===== config.mk =====
export PLATFORM = sky130hd
export DESIGN_NAME = telemetry_rx
export DESIGN_NICKNAME = d
export VERILOG_FILES = /design/src/rtl/telemetry_rx.sv
export SDC_FILE = /design/constraint.sdc
export NUM_CORES = 1
export LEC_CHECK = 0
export BUFFER_PORTS_ARGS = -buffer_cell sky130_fd_sc_hd__buf_2
export CORE_ASPECT_RATIO = 0.75
export CORE_UTILIZATION = 60
export CTS_BUF_LIST = sky130_fd_sc_hd__clkbuf_4 sky130_fd_sc_hd__clkbuf_8
export CTS_CLUSTER_DIAMETER = 50
export DETAILED_ROUTE_END_ITERATION = 8
export PLACE_DENSITY = 0.77
export SLEW_MARGIN = 30
export SYNTH_ARGS = -nofsm -noshare
export SYNTH_HDL_FRONTEND = slang
export SYNTH_SLANG_ARGS = --single-unit

===== constraint.sdc =====
create_clock -name clk -period 3.8 [get_ports clk]
set_input_delay 0 -clock clk [delete_from_list [all_inputs] [get_ports clk]]
set_output_delay 0 -clock clk [all_outputs]
set_load 0.005 [all_outputs]

===== src/rtl/telemetry_rx.sv =====
`default_nettype none
// ============================================================================
// telemetry_rx : 8N1 UART receiver and AA55-framed 8-byte telemetry decoder
// Rev 1.0 - initial release
// ============================================================================
module telemetry_rx #(
  parameter int BAUD_DIV = 2604,
  parameter int TIMEOUT  = 65535
) (
  input  logic        clk,
  input  logic        rst,
  input  logic        RX,
  output logic [11:0] batt,
  output logic [11:0] curr,
  output logic [11:0] torque,
  output logic        vld,
  output logic        frm_err
);
  localparam int            CW        = $clog2(BAUD_DIV);
  localparam logic [CW-1:0] c_full    = CW'(BAUD_DIV - 1);
  localparam logic [CW-1:0] c_half    = CW'(BAUD_DIV / 2 - 1);
  localparam logic [16:0]   c_timeout = 17'(TIMEOUT);

  typedef enum logic [1:0] {B_IDLE, B_START, B_DATA, B_STOP} byte_st_t;
  typedef enum logic [1:0] {P_H1, P_H2, P_PAY} pkt_st_t;

  logic          r_rx_meta, r_rx_sync;
  byte_st_t      r_bst, w_bst_nxt;
  logic [CW-1:0] r_baud_cnt, w_baud_cnt_nxt;
  logic [2:0]    r_bit_cnt, w_bit_cnt_nxt;
  logic [7:0]    r_shift, w_shift_nxt;
  logic          w_stop_ok, w_stop_bad;
  logic          r_byte_rdy;

  pkt_st_t       r_pst, w_pst_nxt;
  logic [2:0]    r_idx, w_idx_nxt;
  logic [11:0]   r_sh_batt, w_sh_batt_nxt;
  logic [11:0]   r_sh_curr, w_sh_curr_nxt;
  logic [3:0]    r_sh_tq_hi, w_sh_tq_hi_nxt;
  logic          w_commit;
  logic          w_to_run, w_timeout;
  logic [16:0]   r_to_cnt;

  // Byte receiver: mid-bit sampling referenced to the synchronized start edge
  always_comb begin
    w_bst_nxt      = r_bst;
    w_baud_cnt_nxt = r_baud_cnt;
    w_bit_cnt_nxt  = r_bit_cnt;
    w_shift_nxt    = r_shift;
    w_stop_ok      = 1'b0;
    w_stop_bad     = 1'b0;
    case (r_bst)
      B_IDLE: begin
        if (!r_rx_sync) begin
          w_bst_nxt      = B_START;
          w_baud_cnt_nxt = '0;
        end
      end
      B_START: begin
        if (r_baud_cnt == c_half) begin
          w_baud_cnt_nxt = '0;
          w_bit_cnt_nxt  = '0;
          w_bst_nxt      = r_rx_sync ? B_IDLE : B_DATA;
        end else begin
          w_baud_cnt_nxt = r_baud_cnt + 1'b1;
        end
      end
      B_DATA: begin
        if (r_baud_cnt == c_full) begin
          w_baud_cnt_nxt = '0;
          w_shift_nxt    = {r_rx_sync, r_shift[7:1]};
          w_bit_cnt_nxt  = r_bit_cnt + 1'b1;
          if (r_bit_cnt == 3'd7) w_bst_nxt = B_STOP;
        end else begin
          w_baud_cnt_nxt = r_baud_cnt + 1'b1;
        end
      end
      B_STOP: begin
        if (r_baud_cnt == c_full) begin
          w_baud_cnt_nxt = '0;
          w_bst_nxt      = B_IDLE;
          w_stop_ok      = r_rx_sync;
          w_stop_bad     = !r_rx_sync;
        end else begin
          w_baud_cnt_nxt = r_baud_cnt + 1'b1;
        end
      end
      default: w_bst_nxt = B_IDLE;
    endcase
  end

  assign w_to_run  = (r_pst != P_H1) && (r_bst == B_IDLE);
  assign w_timeout = w_to_run && !r_byte_rdy && (r_to_cnt >= c_timeout);

  // Payload byte 5 feeds torque directly at commit, so only five bytes are shadowed
  always_comb begin
    w_pst_nxt      = r_pst;
    w_idx_nxt      = r_idx;
    w_sh_batt_nxt  = r_sh_batt;
    w_sh_curr_nxt  = r_sh_curr;
    w_sh_tq_hi_nxt = r_sh_tq_hi;
    w_commit       = 1'b0;
    if (w_stop_bad || w_timeout) begin
      w_pst_nxt      = P_H1;
      w_sh_batt_nxt  = '0;
      w_sh_curr_nxt  = '0;
      w_sh_tq_hi_nxt = '0;
    end else if (r_byte_rdy) begin
      case (r_pst)
        P_H1: if (r_shift == 8'hAA) w_pst_nxt = P_H2;
        P_H2: begin
          if (r_shift == 8'h55) begin
            w_pst_nxt = P_PAY;
            w_idx_nxt = '0;
          end else if (r_shift != 8'hAA) begin
            w_pst_nxt = P_H1;
          end
        end
        P_PAY: begin
          w_idx_nxt = r_idx + 1'b1;
          case (r_idx)
            3'd0: w_sh_batt_nxt[11:8] = r_shift[3:0];
            3'd1: w_sh_batt_nxt[7:0]  = r_shift;
            3'd2: w_sh_curr_nxt[11:8] = r_shift[3:0];
            3'd3: w_sh_curr_nxt[7:0]  = r_shift;
            3'd4: w_sh_tq_hi_nxt      = r_shift[3:0];
            default: begin
              w_commit  = 1'b1;
              w_pst_nxt = P_H1;
            end
          endcase
        end
        default: w_pst_nxt = P_H1;
      endcase
    end
  end

  always_ff @(posedge clk or posedge rst) begin
    if (rst) begin
      r_rx_meta  <= 1'b1;
      r_rx_sync  <= 1'b1;
      r_bst      <= B_IDLE;
      r_baud_cnt <= '0;
      r_bit_cnt  <= '0;
      r_shift    <= '0;
      r_byte_rdy <= 1'b0;
      r_pst      <= P_H1;
      r_idx      <= '0;
      r_sh_batt  <= '0;
      r_sh_curr  <= '0;
      r_sh_tq_hi <= '0;
      r_to_cnt   <= '0;
      batt       <= '0;
      curr       <= '0;
      torque     <= '0;
      vld        <= 1'b0;
      frm_err    <= 1'b0;
    end else begin
      r_rx_meta  <= RX;
      r_rx_sync  <= r_rx_meta;
      r_bst      <= w_bst_nxt;
      r_baud_cnt <= w_baud_cnt_nxt;
      r_bit_cnt  <= w_bit_cnt_nxt;
      r_shift    <= w_shift_nxt;
      r_byte_rdy <= w_stop_ok;
      r_pst      <= w_pst_nxt;
      r_idx      <= w_idx_nxt;
      r_sh_batt  <= w_sh_batt_nxt;
      r_sh_curr  <= w_sh_curr_nxt;
      r_sh_tq_hi <= w_sh_tq_hi_nxt;
      vld        <= w_commit;
      frm_err    <= w_stop_bad | w_timeout;
      if (w_commit) begin
        batt   <= r_sh_batt;
        curr   <= r_sh_curr;
        torque <= {r_sh_tq_hi, r_shift};
      end
      if (r_byte_rdy || w_timeout || w_stop_bad || (r_pst == P_H1))
        r_to_cnt <= '0;
      else if (w_to_run)
        r_to_cnt <= r_to_cnt + 17'd1;
    end
  end

endmodule
`default_nettype wire


==> out/qor.yml <==
die_area_mm2: 0.00927
ios: 41
drc_errors: 0
yosysUniqueCellTypes: 50
r2r-end: "r_sh_batt[8]"
dp_hpwl_um: 7030
tns_ns: 0
switching_share_pct: 20.5
synth_top_area_cell: "dfrtp_1"
hp-start: "RX"
antennaDiodeCount: 0
max_cap_viol_count: 0
clock.fmax_ghz: 0.354
avgSynthCellArea_um2: 11.3
drive_above_1_share_pct: 19.7
r2r_setup_slack_ns: 0.98
vias_per_cell: 5.68
report.power.total_uw: 2440
grt_pass1_wl_um: 17800
ys_top_cells_by_count: "dfrtp_1, nand2_1, nor2_1, mux2_1, a21oi_1"
ys_top_cells_by_area: "dfrtp_1, mux2_1, nand2_1, mux2i_1, ha_1"
crit_type: "flip-flop to flip-flop"
synth_most_common_cell: "dfrtp_1"
synth-simple-area-share_pct: 16.3
rows: 29
startpoint_type: "flip-flop"
cts_buffers: 17
synth_fp_nets: 489
cts_tree: "yes"
clk_latency_ns: 0.43
fin_worst_skew_ns: 0.0139
place.port_buffers: 40
grt_pass1_vias: 3680
yosysWarnings: 0
slew_headroom_pct: 35.1
clkPwrFrac_pct: 48.1
worstReg2RegStart: "r_to_cnt[3]"
reg2reg_depth: 10
gp_congestion: 0.794
clockBufferDepth: 2
hold_viol: 0
core_area_mm2: 0.00853
hold_depth: 2
wl_per_cell_um: 16.3
tightest_slew_ns: 0.962
grt-ovfl-total: 0
area.growth.synth_to_final_pct: 12.9
syn_inst: 472
netlist.area_leader.share_pct: 53.5
end_kind: "flip-flop"
hold_class: "input port to flip-flop"
p_int_uw: 1940
synth_compound_area_share_pct: 6.31
synth_area_mm2: 0.00533
power.switching_uw: 500
grt_max_degree: 62
ys_seq_area_share_pct: 54.5
cp_slowest_cell: "nand2_1"
nets: 531
cpPeakStageDelay_ns: 0.53
ys_ff_latch: 116
report.final.setup_viol: 0
min_to: "r_rx_meta"
dr.pass1.iters: 4
synthXorXnorAreaFrac_pct: 3.62
num_vias: 3607
cp_max_fo: 20
die_h_um: 83.6
dieWidth_um: 111
synth-edff-count: 0
p_leak_uw: 0.00305
drt_wl_total_um: 10400
synth_fa_ha_area_share_pct: 3.29
async_flop_share_pct: 100
powerDensity_mw_per_mm2: 406
pwr-share-comb_pct: 1.2
htreeDepth: 4
final_antenna_net_count: 0
worstPathArrival_ns: 3.12
antenna_found_initial: 0
ctsResizeCount: 0
min_period_over_period_pct: 74.3
p_seq_share_pct: 50.7
root_buffer: "clkbuf_8"
worstPathCellList: "and4_1 -> nor4b_4 -> inv_1 -> nor3_1 -> ha_1 -> o21a_1 -> o2bb2a_4 -> nand2_1 -> buf_4 -> a21oi_1"
run_status: "complete, no violations"
floorplan.initialDensity_pct: 62.5
maxSlewViolCount: 0
cts.sinks: 116
clkTransAtPathRegs_ns: 0.06
dpl_cell_area_mm2: 0.00558
fin_hold_ws_ns: 0.224
synth_top_family_by_area: "simple AND/OR/NAND/NOR gates"
grt_usage_pct: 24.7
drt-initial-drc-count: 216
muxShareOfSynthArea_pct: 12.7
fin_crit_ns: 2.82
final_area_mm2: 0.00602
ys.flop_type: "dfrtp_1"
worstPathRequired_ns: 4.10
rsz0062_at_grt: "no"
peakVddDrop_mv: 0.539
## critical path, delay by kind of cell (launching register included)
kind | cells | cell delay (ns)
fa+ha+maj | 1 | 0.17
flops | 1 | 0.43
simple gates | 4 | 1.33
compound gates | 3 | 0.38
buf+inv | 2 | 0.38
## what timing repair did
item                      CTS  global route
hold endpoints to repair   58             0
buffers inserted            0             0
hold buffers                2             0
## registers in the layout (all words and copies together), names as in the netlist, named ones only
name and count:
r_byte_rdy 1, r_sh_tq_hi 4, r_rx_sync 1, r_rx_meta 1
r_baud_cnt 12, batt 12, frm_err 1, r_idx 3
r_bst 1, r_pst 2, r_sh_curr 12, torque 12
r_bit_cnt 3, vld 1, r_shift 8, r_to_cnt 17
curr 12, r_sh_batt 12
## worst max-delay path by stage
stage	start	end	cells past startpoint
after global routing	r_to_cnt[3]	r_sh_batt[7]	10
after detailed placement	r_to_cnt[3]	r_sh_batt[8]	10
after floorplan	rst	asynchronous set/reset pin	1
final	r_to_cnt[3]	r_sh_batt[8]	10
after global placement	r_to_cnt[3]	r_sh_batt[10]	10
after CTS	r_to_cnt[3]	r_sh_batt[8]	10
## placed cells by master, fill, tap and decap left out, types with 6 or more instances in the layout
master,netlist,final
nand3_1,19,19
xnor2_1,9,9
mux2_2,15,15
o21ai_0,16,16
mux2_1,29,29
nor2_1,39,39
nand2_1,59,59
a21oi_1,23,23
buf_2,8,40
xor2_1,13,13
mux2i_1,18,18
inv_1,16,15
nor3_1,6,6
clkbuf_8,0,19
dfrtp_1,114,114
and3_1,6,6
ha_1,14,14
## cell type report
cell class | count | area, um2
multi-input combinational | 318 | 2260
tap | 108 | 135
clock buffer | 22 | 284
timing repair buffer | 45 | 243
clock inverter | 10 | 133
fill | 631 | 2510
sequential | 116 | 2910
inverter | 16 | 62.6
## per-stage QoR
stage	setup WS, ns	std cells	utilization, %
3_3_place_gp	1.09	601	65.4
6_report	0.976	635	70.6
3_5_place_dp	0.942	601	65.5
4_1_cts	0.926	635	70.6
5_1_grt	0.790	635	70.6
2_1_floorplan	0.731	472	-
## power groups by stage
| stage | combinational (uW) | sequential (uW) | clock (uW) |
|---|---|---|---|
| finish | 28.9 | 1240 | 1170 |
| global route | 35.5 | 1240 | 1250 |
| CTS | 31.1 | 1240 | 1200 |
| detailed placement | 29.6 | 1260 | 0 |
| global placement | 28.5 | 1260 | 0 |
| floorplan | 19.1 | 1260 | 0 |
## kinds of logic (layout without fill, tap and decap cells)
logic type / after synthesis / count (layout)
adders and majority gates: 14 / 14
and+or+nand+nor: 164 / 164
AOI/OAI and AO/OA: 56 / 56
xor gates and xnor gates: 22 / 22
muxes: 62 / 62
buffers and inverters: 38 / 93
DFF: 116 / 116
## metal layers
metal	vias to the layer above	share of wire (%)	track usage, %
met2	78	47	36.9
met5	-	0	0
met4	0	0.90	8.48
met3	13	4.4	7.55
li1	1719	-	-
met1	1797	48	34.4
Power figures use the tool's default switching activity.
